## src/rtl/lcd_spi_tx.sv

```systemverilog
// lcd_spi_tx: byte-level SPI transmitter for an ST7735-class LCD.
// Accepts {dc, byte} entries into a small FIFO, then shifts each byte out
// MSB-first on SCL/MOSI, framed by CS, with DC held steady while CS is low.
// Optional feature macro: LCD_SPI_CS_BURST_EN. When it is defined, consecutive
// entries that have the same dc share a single CS frame.
module lcd_spi_tx #(
  parameter int unsigned CLK_DIV    = 1,
  parameter int unsigned FIFO_DEPTH = 4
) (
  input  logic       CLK,
  input  logic       RSTN,
  input  logic       IN_VALID,
  input  logic       IN_DC,
  input  logic [7:0] IN_DATA,
  output logic       IN_READY,
  output logic       BUSY,
  output logic       SCL,
  output logic       MOSI,
  output logic       DC,
  output logic       CS
);

  localparam int unsigned PTR_W = (FIFO_DEPTH > 1) ? $clog2(FIFO_DEPTH) : 1;
  localparam int unsigned CNT_W = PTR_W + 1;
  localparam int unsigned DIV_W = (CLK_DIV > 1) ? $clog2(CLK_DIV) : 1;
  localparam int unsigned ENT_W = 9;

  typedef enum logic [2:0] {
    S_IDLE,
    S_SETUP,
    S_LOW,
    S_HIGH,
    S_GAP
  } state_t;

  logic [ENT_W-1:0] mem [FIFO_DEPTH];
  logic [PTR_W-1:0] wr_ptr;
  logic [PTR_W-1:0] rd_ptr;
  logic [CNT_W-1:0] count;
  logic             push;
  logic             pop_c;
  logic             fifo_empty;
  logic [ENT_W-1:0] head;

  state_t           state;
  state_t           state_nxt;
  logic [DIV_W-1:0] div_cnt;
  logic [DIV_W-1:0] div_cnt_nxt;
  logic             div_done;
  logic [2:0]       bit_idx;
  logic [2:0]       bit_idx_nxt;
  logic [7:0]       shift;
  logic [7:0]       shift_nxt;
  logic             scl_nxt;
  logic             mosi_nxt;
  logic             dc_nxt;
  logic             cs_nxt;

  assign IN_READY   = (count < CNT_W'(FIFO_DEPTH));
  assign push       = IN_VALID && IN_READY;
  assign fifo_empty = (count == '0);
  assign head       = mem[rd_ptr];
  assign BUSY       = !fifo_empty || (state != S_IDLE);
  assign div_done   = (div_cnt == DIV_W'(CLK_DIV - 1));

  // FIFO storage; contents are don't-care until written
  always_ff @(posedge CLK) begin
    if (push) begin
      mem[wr_ptr] <= {IN_DC, IN_DATA};
    end
  end

  // FIFO pointers and occupancy; power-of-two depth wraps naturally
  always_ff @(posedge CLK or negedge RSTN) begin
    if (!RSTN) begin
      wr_ptr <= '0;
      rd_ptr <= '0;
      count  <= '0;
    end else begin
      if (push) begin
        wr_ptr <= wr_ptr + PTR_W'(1);
      end
      if (pop_c) begin
        rd_ptr <= rd_ptr + PTR_W'(1);
      end
      case ({push, pop_c})
        2'b10:   count <= count + CNT_W'(1);
        2'b01:   count <= count - CNT_W'(1);
        default: count <= count;
      endcase
    end
  end

  // Serialiser state and pin registers
  always_ff @(posedge CLK or negedge RSTN) begin
    if (!RSTN) begin
      state   <= S_IDLE;
      div_cnt <= '0;
      bit_idx <= 3'd7;
      shift   <= '0;
      SCL     <= 1'b1;
      MOSI    <= 1'b1;
      DC      <= 1'b1;
      CS      <= 1'b1;
    end else begin
      state   <= state_nxt;
      div_cnt <= div_cnt_nxt;
      bit_idx <= bit_idx_nxt;
      shift   <= shift_nxt;
      SCL     <= scl_nxt;
      MOSI    <= mosi_nxt;
      DC      <= dc_nxt;
      CS      <= cs_nxt;
    end
  end

  // Next-state, pop request and next pin values
  always_comb begin
    state_nxt   = state;
    div_cnt_nxt = div_cnt;
    bit_idx_nxt = bit_idx;
    shift_nxt   = shift;
    scl_nxt     = SCL;
    mosi_nxt    = MOSI;
    dc_nxt      = DC;
    cs_nxt      = CS;
    pop_c       = 1'b0;
    case (state)
      S_IDLE: begin
        scl_nxt     = 1'b1;
        cs_nxt      = 1'b1;
        div_cnt_nxt = '0;
        if (!fifo_empty) begin
          pop_c       = 1'b1;
          shift_nxt   = head[7:0];
          dc_nxt      = head[8];
          mosi_nxt    = head[7];
          cs_nxt      = 1'b0;
          bit_idx_nxt = 3'd7;
          state_nxt   = S_SETUP;
        end
      end
      S_SETUP: begin
        if (div_done) begin
          div_cnt_nxt = '0;
          scl_nxt     = 1'b0;
          state_nxt   = S_LOW;
        end else begin
          div_cnt_nxt = div_cnt + DIV_W'(1);
        end
      end
      S_LOW: begin
        if (div_done) begin
          div_cnt_nxt = '0;
          scl_nxt     = 1'b1;
          state_nxt   = S_HIGH;
        end else begin
          div_cnt_nxt = div_cnt + DIV_W'(1);
        end
      end
      S_HIGH: begin
        if (div_done) begin
          div_cnt_nxt = '0;
          if (bit_idx != 3'd0) begin
            // next bit launches together with the SCL fall
            bit_idx_nxt = bit_idx - 3'd1;
            mosi_nxt    = shift[bit_idx_nxt];
            scl_nxt     = 1'b0;
            state_nxt   = S_LOW;
          end
`ifdef LCD_SPI_CS_BURST_EN
          else if (!fifo_empty && (head[8] == DC)) begin
            // same dc queued: chain the next byte without releasing CS
            pop_c       = 1'b1;
            shift_nxt   = head[7:0];
            mosi_nxt    = head[7];
            bit_idx_nxt = 3'd7;
            scl_nxt     = 1'b0;
            state_nxt   = S_LOW;
          end
`endif
          else begin
            cs_nxt    = 1'b1;
            state_nxt = S_GAP;
          end
        end else begin
          div_cnt_nxt = div_cnt + DIV_W'(1);
        end
      end
      S_GAP: begin
        if (div_done) begin
          div_cnt_nxt = '0;
          state_nxt   = S_IDLE;
        end else begin
          div_cnt_nxt = div_cnt + DIV_W'(1);
        end
      end
      default: begin
        state_nxt = S_IDLE;
      end
    endcase
  end

endmodule

```

## config.mk

```make
export PLATFORM = sky130hd
export DESIGN_NAME = lcd_spi_tx
export DESIGN_NICKNAME = d
export VERILOG_FILES = /design/src/rtl/lcd_spi_tx.sv
export SDC_FILE = /design/constraint.sdc
export NUM_CORES = 1
export LEC_CHECK = 0
export BUFFER_PORTS_ARGS = -buffer_cell sky130_fd_sc_hd__buf_2
export CAP_MARGIN = 10
export CORE_MARGIN = 1.5
export CORE_UTILIZATION = 46
export CTS_CLUSTER_SIZE = 30
export DETAILED_ROUTE_END_ITERATION = 12
export GPL_TIMING_DRIVEN = 1
export PLACE_DENSITY = 0.72
export SLEW_MARGIN = 5
export SYNTH_ARGS = -nofsm -noshare
export SYNTH_HDL_FRONTEND = slang
export SYNTH_SLANG_ARGS = --single-unit
```

## constraint.sdc

```tcl
create_clock -name CLK -period 2.5 [get_ports CLK]
set_clock_uncertainty 0.05 [all_clocks]
set_input_delay 0.125 -clock CLK [delete_from_list [all_inputs] [get_ports CLK]]
set_output_delay 0.125 -clock CLK [all_outputs]
set_load 0.02 [all_outputs]
```

Yosys cells after proc, flatten, opt, wreduce, memory -nomap -nowiden --
Memories as Yosys holds them, arrays and structs flattened. Index checks and enable logic that the tools add are counted.
Word-level totals: output and inout bits 6, RAM bits 36, flip-flop bits (word level) 26, memories kept 1, input bits 12
Cells by class: magnitude comparators 2, bitwise gates (word level) 1, equality and inequality tests 13, muxes and demuxes 33, reductions and logical operators 17, add/sub/neg operators 6
Memories:
- mem | words 4, width 9, read ports 1, clocked after Yosys merged registers in 0, write ports 1, RTL line 36 | logic [ENT_W-1:0] mem [FIFO_DEPTH];
Operators by type and width (count):
- two-way mux 3 bit | 9
- two-way mux 1 bit | 16
- one-hot mux 3 bit (5 select lines) | 1
- != test 2 bit (second input constant) | 7
- one-hot mux 3 bit (2 select lines) | 2
- AND reduction 5 bit | 2
- == test 3 x 2 -> 1 bit (second input constant) | 2
- logical NOT 3 bit | 2
- one-hot mux 1 bit (2 select lines) | 3
- nonzero test 2 bit | 3
- nonzero test 3 bit | 2
- subtractor 3 x 1 -> 3 bit (second input constant) | 2
- adder 2 x 1 -> 2 bit (second input constant) | 2
- < comparator 3 x 4 -> 1 bit (second input constant) | 1
- one-hot mux 1 bit (4 select lines) | 1
- AND reduction 4 bit | 1
- nonzero test 4 bit | 1
- OR reduction 4 bit | 1
- adder 3 x 1 -> 3 bit (second input constant) | 1
- binary-select mux 1 bit (select 3 bit) | 1
- == test 3 x 1 -> 1 bit (second input constant) | 1
- == test 3 bit (second input constant) | 1
- < comparator 3 bit (second input constant) | 1
- AND reduction 3 bit | 1
- other kinds (8) | 8

Depth between registers and ports, before layout --
Gate-level depths: netlist of the first run.
word-level depth 6, mapped depth 10

Least setup slack after synthesis of the first run --
Ideal clock, no wire load.
kind register -> register, start point register state[1], end point register count[2], buffers on the path 1, stages on the path, launching flop included 11, data arrival time 2.114 ns, path slack 0.256 ns, path through dfrtp_1 -> nor3_1 -> nand2_1 -> inv_1 -> buf_4 -> ha_1 -> inv_1 -> fa_1 -> xor2_1 -> nor2_1 -> xnor2_1
On the way: longest elaborated chain between the ends 4
Ends and longest elaborated chain:
- start, declared | RTL line 45 | state_t state;
- start signal, assigned | RTL line 106 | state <= state_nxt;
- logical NOT 3 bit (*) | RTL line 128 | case (state)
- two-way mux 1 bit (*) | RTL line 128
- named net pop_c | RTL line 41 | logic pop_c;
- == test 2 x 1 -> 1 bit or == test 2 bit (tied branches) | RTL line 86 | case ({push, pop_c})
- one-hot mux 3 bit (2 select lines) or nonzero test 2 bit (tied branches)
- end signal, assigned | RTL line 87 | 2'b10: count <= count + CNT_W'(1);
- end signal, assigned | RTL line 88 | 2'b01: count <= count - CNT_W'(1);
- end signal, assigned | RTL line 89 | default: count <= count;
- end, declared | RTL line 39 | logic [CNT_W-1:0] count;
Mark *: on every way through the listed nets, which the timed path passes. The rest lies on a longest branch. A chain may end at the register's enable or synchronous reset.

Worst setup path after layout of the first run --
start point register state[0], end point register count[2]
On the way: longest elaborated chain between the ends 4
Ends and longest elaborated chain (RTL line):
- logical NOT 3 bit (*) | 128
- two-way mux 1 bit (*) | 128
- == test 2 x 1 -> 1 bit or == test 2 bit (tied branches) | 86
- one-hot mux 3 bit (2 select lines) or nonzero test 2 bit (tied branches)
Every way passes the cells marked *; elsewhere a longest branch is shown, timed or not.

==> results of run 1 <==
## logic make-up (layout without fill, tap and decap cells)
| family | count (synthesis) | after routing | synth area share (%) |
|---|---|---|---|
| buffers and inverters | 16 | 58 | 2.55 |
| AOI/OAI and AO/OA | 13 | 13 | 3.43 |
| adders and majority gates | 8 | 8 | 4.21 |
| DFF | 61 | 61 | 67.1 |
| and+or+nand+nor | 27 | 27 | 6.17 |
| muxes | 20 | 20 | 14.1 |
| xor gates and xnor gates | 7 | 7 | 2.40 |
## state kept, by name, indices dropped and copies added (netlist names)
name,flops
CS,1
mem,36
shift,8
wr_ptr,2
MOSI,1
DC,1
count,3
state,3
SCL,1
bit_idx,3
rd_ptr,2
## how the worst min path moves through the flow
stage                        start        end
final                     IN_VALID  wr_ptr[0]
after global routing      IN_VALID  wr_ptr[0]
after CTS                 IN_VALID  wr_ptr[0]
after detailed placement      RSTN   shift[0]
after global placement        RSTN   state[2]
after floorplan               RSTN   count[0]
## cell type report
| class | count | area (sq um) |
|---|---|---|
| Fill cell | 415 | 2220 |
| Multi-Input combinational cell | 75 | 774 |
| Clock buffer | 16 | 190 |
| Sequential cell | 61 | 1720 |
| Inverter | 12 | 45.0 |
| Tap cell | 70 | 87.6 |
| Timing Repair Buffer | 30 | 208 |
## cell usage after synthesis
cell type  instances  area [sq um]
mux4_2             8           180
nor2b_1            1          6.26
a211o_1            1          8.76
or2b_2             1          8.76
xnor2_1            5          43.8
o21ai_0            2          10.0
a21o_1             1          7.51
edfxtp_1          36          1080
a211oi_1           1          7.51
nor4b_1            1          8.76
dfstp_2            7           184
and2_1             4          25.0
or3_1              1          6.26
mux4_1             3          78.8
xor2_1             2          17.5
and3b_2            1          10.0
ha_1               7          87.6
nand3b_1           1          7.51
and4b_1            1          10.0
o21bai_1           1          7.51
a221o_1            1          10.0
fa_1               1          20.0
nor3_1             4          20.0
buf_2              1          5.00
and2b_2            1          8.76
buf_4              1          7.51
mux2_2             9           101
and3_2             1          7.51
a21oi_1            3          15.0
nand2_1            5          18.8
nor2_1             4          15.0
a22oi_1            2          15.0
o22ai_1            1          6.26
inv_1             12          45.0
nand3_1            1          5.00
clkbuf_1           2          7.51
dfrtp_1           18           450
## routing by layer
metal	routed length (um)	part of all wire, %	track usage, %	vias up
li1	-	-	-	640
met1	1810	44	18.4	693
met2	2070	51	25.3	19
met3	139	3.4	5.29	5
met4	56	1.4	6.55	0
met5	0	0	0	-
## critical path, delay by kind of cell (launching register included)
kind / cells / cell delay, ns
adders and majority gates: 2 / 0.55
xor gates and xnor gates: 2 / 0.28
buffers and inverters: 2 / 0.16
DFF: 1 / 0.44
and+or+nand+nor: 3 / 0.51
## stage by stage
step | cell area, sq um | util, % | setup WS, ns | instances
CTS | 3020 | 57.7 | 0.410 | 264
floorplan | 2550 | - | 0.256 | 152
global placement | 2730 | 52.1 | 0.503 | 238
global route | 3020 | 57.7 | 0.174 | 264
finish | 3020 | 57.7 | 0.423 | 264
detailed placement | 2730 | 52.1 | 0.432 | 238
## what timing repair did
action | in CTS | in global routing
setup buffers | 0 | 0
hold endpoints to repair | 54 | 0
hold buffers | 10 | 0
## report_power, final
| part | switching, mW | internal, mW | total, mW |
|---|---|---|---|
| clock network | 0.349 | 0.470 | 0.819 |
| logic | 0.488 | 0.554 | 1.04 |
| registers | 0.207 | 1.40 | 1.61 |
==> key figures, run 1 <==
Worst setup path
  – Worst setup path endpoint: count[2]
  – Critical path arrival: 2.28 ns
  – Critical Path End Type: flip-flop
  – Startpoint Class: flip-flop
  – Origin of the critical flop-to-flop path: state[0]
  – Flop2flop setup slack: between 0.4 and 0.5 ns
  – Worst-path cell with the longest stage delay: dfrtp_1
  – CP max stage delay: 0.44 ns
  – Setup Crit Path Kind: reg -> reg
  – FF-to-FF End: count[2]
  – CP required: about 2.7 ns
  – Critical Path Source: state[0]
  – Most used cell, CP: inv_1
  – Reg2reg path depth: 9
  – CP max FO: 7
  – CP cell instances: nor3_1 -> nand2_1 -> inv_1 -> ha_1 -> inv_1 -> fa_1 -> xor2_1 -> nor2_1 -> xnor2_1

Place
  – GPL Wtd Cong: 0.739
  – Post-DP HPWL: 2.76 mm
  – Port Buf Inserts: 17

Die
  – Full die area: 6010 sq um
  – Initial Utilization: a little under 50%
  – Core ar.: 5240 sq um
  – I/O pin cnt: 18
  – Die W: between 70 and 80 um
  – Die height: 77.5 um
  – # rows: 26

Clock tree
  – CTS max path bufs: 2
  – H-tree Lvls: 3
  – Root Buffer: clkbuf_8
  – Clock-pin slew on the worst setup and hold paths: about 0.060 ns
  – Post-cts resize count: 0
  – Clock Latency Late Sink: 0.33 ns
  – CTS tree: done
  – Sink Count: 61
  – Total CTS buffers: 9

Synthesis
  – Synth Register Bits: 61
  – Syn_nets: about 170
  – Syn. warnings: 0
  – Synth Cell Area: roughly 2600 sq um
  – Seq/Total Area, Yosys: 67.1%
  – Mapped Cells: 152
  – Mean cell area of the mapped netlist: 16.8 sq um
  – Synth unique cells: 37

STA
  – Fin crit period: 2.08 ns
  – Period utilization: between 80 and 90%
  – Final setup vio count: 0
  – RSZ-0062 raised after global routing: false
  – Hold Slack: 0.234 ns
  – Hold Fails Final Rpt: 0
  – Slew HR: 64.0%
  – Fin. max-slew vios: 0
  – Worst-Margin Slew: around 0.54 ns
  – Final setup TNS: 0 ns
  – FMAX: 481 MHz

Power and ir drop
  – VDD IR max: 0.486 mV
  – P_leak: approximately 1.2 nW
  – PwrDens: 1150 nW/um^2
  – Overall Power: 3.47 mW

Job
  – Max Cap Viol: 0

Layout
  – Ant. Diodes: 0
  – Final net count: 209
  – Commonest cells after routing, fill and taps aside: edfxtp_1 (36), dfrtp_1 (18), buf_2 (17), clkbuf_8 (13), inv_1 (12)
  – Area Growth Syn to Fin: 18.2%
  – Layout cells sized above 1: 31.4%
  – Most common cell after layout, fill and taps aside: edfxtp_1

Route
  – Drt pass-1 iters: 4
  – Routed Antenna Nets: 0
  – Via count: 1357
  – Via density: around 5
  – Residual DRC: 0
  – Drt wl/cell: 15.5 um
  – Initial DRC Count: 81
  – Routed wire length: about 4 mm

Outcome
  – Status: finished clean

Global routing
  – Global route overflow: 0
  – First-pass GRT wire length: between 6 and 7 mm
  – Largest net degree at the start of global routing: 26
  – Number of global-route vias before repair: roughly 1500
  – Initial antenna violation count: 0
  – Total GRT Usage: 15.4%

Hold path
  – Hold path depth: 3
  – Worst Hold Class: in -> reg
Power figures use the tool's default switching activity.
==> run 2: changes to the inputs <==
Settings changed: ABC_AREA from default to 1.
Clock period 2.5 ns to 2 ns, I/O delays scaled along.
==> key figures, run 2 <==
STA
  – Slew HR: 61.3%
  – Hold Fails Final Rpt: 0
  – Final setup TNS: 0 ns
  – Period utilization: 92.8%
  – Fin crit period: approximately 1.9 ns
  – Final setup vio count: 0
  – RSZ-0062 raised after global routing: false
  – Hold Slack: 0.156 ns
  – Worst-Margin Slew: 0.581 ns
  – Fin. max-slew vios: 0
  – FMAX: 539 MHz

Worst setup path
  – Buffers & Inverters on Critical Path: 2
  – FF-to-FF End: count[2]
  – Reg2reg path depth: 9
  – WP depth: 9
  – Setup Crit Path Kind: reg -> reg
  – Worst-path cell with the longest stage delay: dfrtp_1
  – CP max stage delay: 0.42 ns
  – CP cell instances: inv_2 -> nand3_4 -> nor2_4 -> ha_1 -> inv_1 -> fa_1 -> a21oi_1 -> o21ai_0 -> xor2_1
  – Top delay family on crit path: adder cells
  – Worst setup path endpoint: count[2]
  – Origin of the critical flop-to-flop path: state[1]
  – Startpoint Class: flip-flop
  – Critical path arrival: 2.02 ns
  – CP required: between 2 and 2.5 ns
  – CP max FO: 4
  – Critical Path Source: state[1]
  – Critical Path End Type: flip-flop
  – Flop2flop setup slack: 0.14 ns

Power and ir drop
  – PwrDens: around 1500 nW/um^2
  – VDD IR max: 0.693 mV
  – Overall Power: 4.84 mW
  – P_leak: around 1.3 nW

Clock tree
  – Root Buffer: clkbuf_8
  – CTS max path bufs: 2
  – Sink Count: 61
  – H-tree Lvls: 3
  – Post-cts resize count: 0
  – Post CTS Setup Buffer Count: 0
  – CTS tree: done
  – Clock-pin slew on the worst setup and hold paths: around 0.07 ns
  – Clock Latency Late Sink: between 0.3 and 0.4 ns
  – Total CTS buffers: 9

Hold path
  – Hold path depth: 4
  – Worst Hold Class: in -> reg

Synthesis
  – Synth Cell Area: 2710 sq um
  – Post-synth ARST share: 41.0%
  – Seq/Total Area, Yosys: 63.3%
  – Mean cell area of the mapped netlist: 11.2 sq um
  – Biggest area consumer among synthesized cells: edfxtp_1
  – Most common cell in the synthesized netlist: nor2_1
  – EDFF count, synth: 36
  – Mapped Cells: 243
  – Primary FF master, synth: edfxtp_1
  – Synth top area share: 39.9%
  – Synth area leaders: edfxtp_1 (40%), dfrtp_1 (17%), dfstp_2 (6.8%)
  – Synth Register Bits: slightly above 60
  – Synth unique cells: 26
  – Post-synth top cells: nor2_1 (44), edfxtp_1 (36), nand2_1 (31), inv_1 (21), o21ai_0 (19)
  – Syn. warnings: 0
  – Syn_nets: 263

Global routing
  – Global route overflow: 0
  – Largest net degree at the start of global routing: 26
  – Total GRT Usage: 16.8%
  – Initial antenna violation count: 0
  – Number of global-route vias before repair: between 1500 and 2000
  – First-pass GRT wire length: 7.85 mm

Layout
  – Ant. Diodes: 0
  – Largest Register: mem
  – Commonest cells after routing, fill and taps aside: nor2_1 (44), edfxtp_1 (36), nand2_1 (31), inv_1 (21), o21ai_0 (19)
  – Max FFs per register: 36
  – Most common cell after layout, fill and taps aside: nor2_1
  – Fin area: 3190 sq um
  – Final net count: 302
  – Largest regs: mem (36), shift (8)
  – Area Growth Syn to Fin: 17.6%
  – Fin cells: ~360
  – # fillers: about 470
  – Layout cells sized above 1: 26.8%

Die
  – Initial Utilization: 48.3%
  – I/O pin cnt: 18
  – Full die area: 6360 sq um
  – # rows: 27
  – Die height: 79.8 um
  – Die W: approximately 80 um
  – Core ar.: 5610 sq um

Job
  – Max Cap Viol: 0

Place
  – GPL Wtd Cong: 0.797
  – Placed Cells: 333
  – Placed Area: 2890 sq um
  – Post-DP HPWL: 3.05 mm
  – Port Buf Inserts: 17

Route
  – Routed wire length: 4.74 mm
  – Via count: around 1800
  – Residual DRC: 0
  – Routed Antenna Nets: 0
  – Initial DRC Count: 80
  – Drt pass-1 iters: 4
  – Drt wl/cell: 13.2 um
  – Via density: roughly 5

Outcome
  – Status: finished clean
run 2: cell families (layout without fill, tap and decap cells):
logic type               after synthesis  in the layout  synth area share [%]
AO/OA/AOI/OAI                         35             35                  8.72
XOR/XNOR                               5              5                  1.62
adder cells (fa/ha/maj)                8              8                  3.97
buffers and inverters                 33             77                  5.58
AND/OR/NAND/NOR                      101            101                  16.8
flip-flops                            61             61                  63.3
run 2: worst min-delay path, delay by kind of cell:
kind	cells	cell delay, ns
buffers and inverters	2	0.25
and+or+nand+nor	1	0.09
AOI/OAI and AO/OA	1	0.07
run 2: where the power goes:
part | leakage, nW | internal [mW] | total, mW | switching, mW
clock | 0.0918 | 0.578 | 1.08 | 0.501
sequential | 0.607 | 1.75 | 2.01 | 0.258
combinational | 0.616 | 0.659 | 1.74 | 1.09
total | 1.31 | 2.99 | 4.84 | 1.85
run 2: per-stage QoR:
step	setup WS (ns)	util (%)
detailed placement	0.150	51.5
finish	0.144	56.8
global route	0.00217	56.8
global placement	0.190	51.5
CTS	0.145	56.8
floorplan	0.00939	-
run 2: per-layer routing:
| layer | GRT usage (%) | share of wire [%] | up-vias |
|---|---|---|---|
| met4 | 7.24 | 0.97 | 0 |
| met1 | 21.2 | 46 | 847 |
| met3 | 4.57 | 3.1 | 6 |
| met2 | 27.1 | 49 | 31 |
| met5 | 0 | 0 | - |
| li1 | - | - | 881 |
run 2: final cells by class:
cell class	instances	area, sq um	area share [%]
repair buffers	34	238	7.46
multi-input cells	149	845	26.5
inverters	27	101	3.18
well taps	72	90.1	2.83
flip-flops and latches	61	1720	53.8
clock inverters	7	75.1	2.35
clock buffers	9	124	3.89
run 2: what timing repair did:
action	CTS	global route
hold endpoints to repair	54	0
setup endpoints to repair	0	0
hold buffers	10	0
run 2: worst min-delay path by stage:
stage,from,endpoint,slack (ns)
after floorplan,RSTN,count[0],-0.25
after global placement,RSTN,wr_ptr[1],0.07
after detailed placement,RSTN,wr_ptr[1],0.08
after CTS,IN_VALID,wr_ptr[0],0.15
after global routing,IN_VALID,wr_ptr[0],0.18
final,IN_VALID,wr_ptr[1],0.16
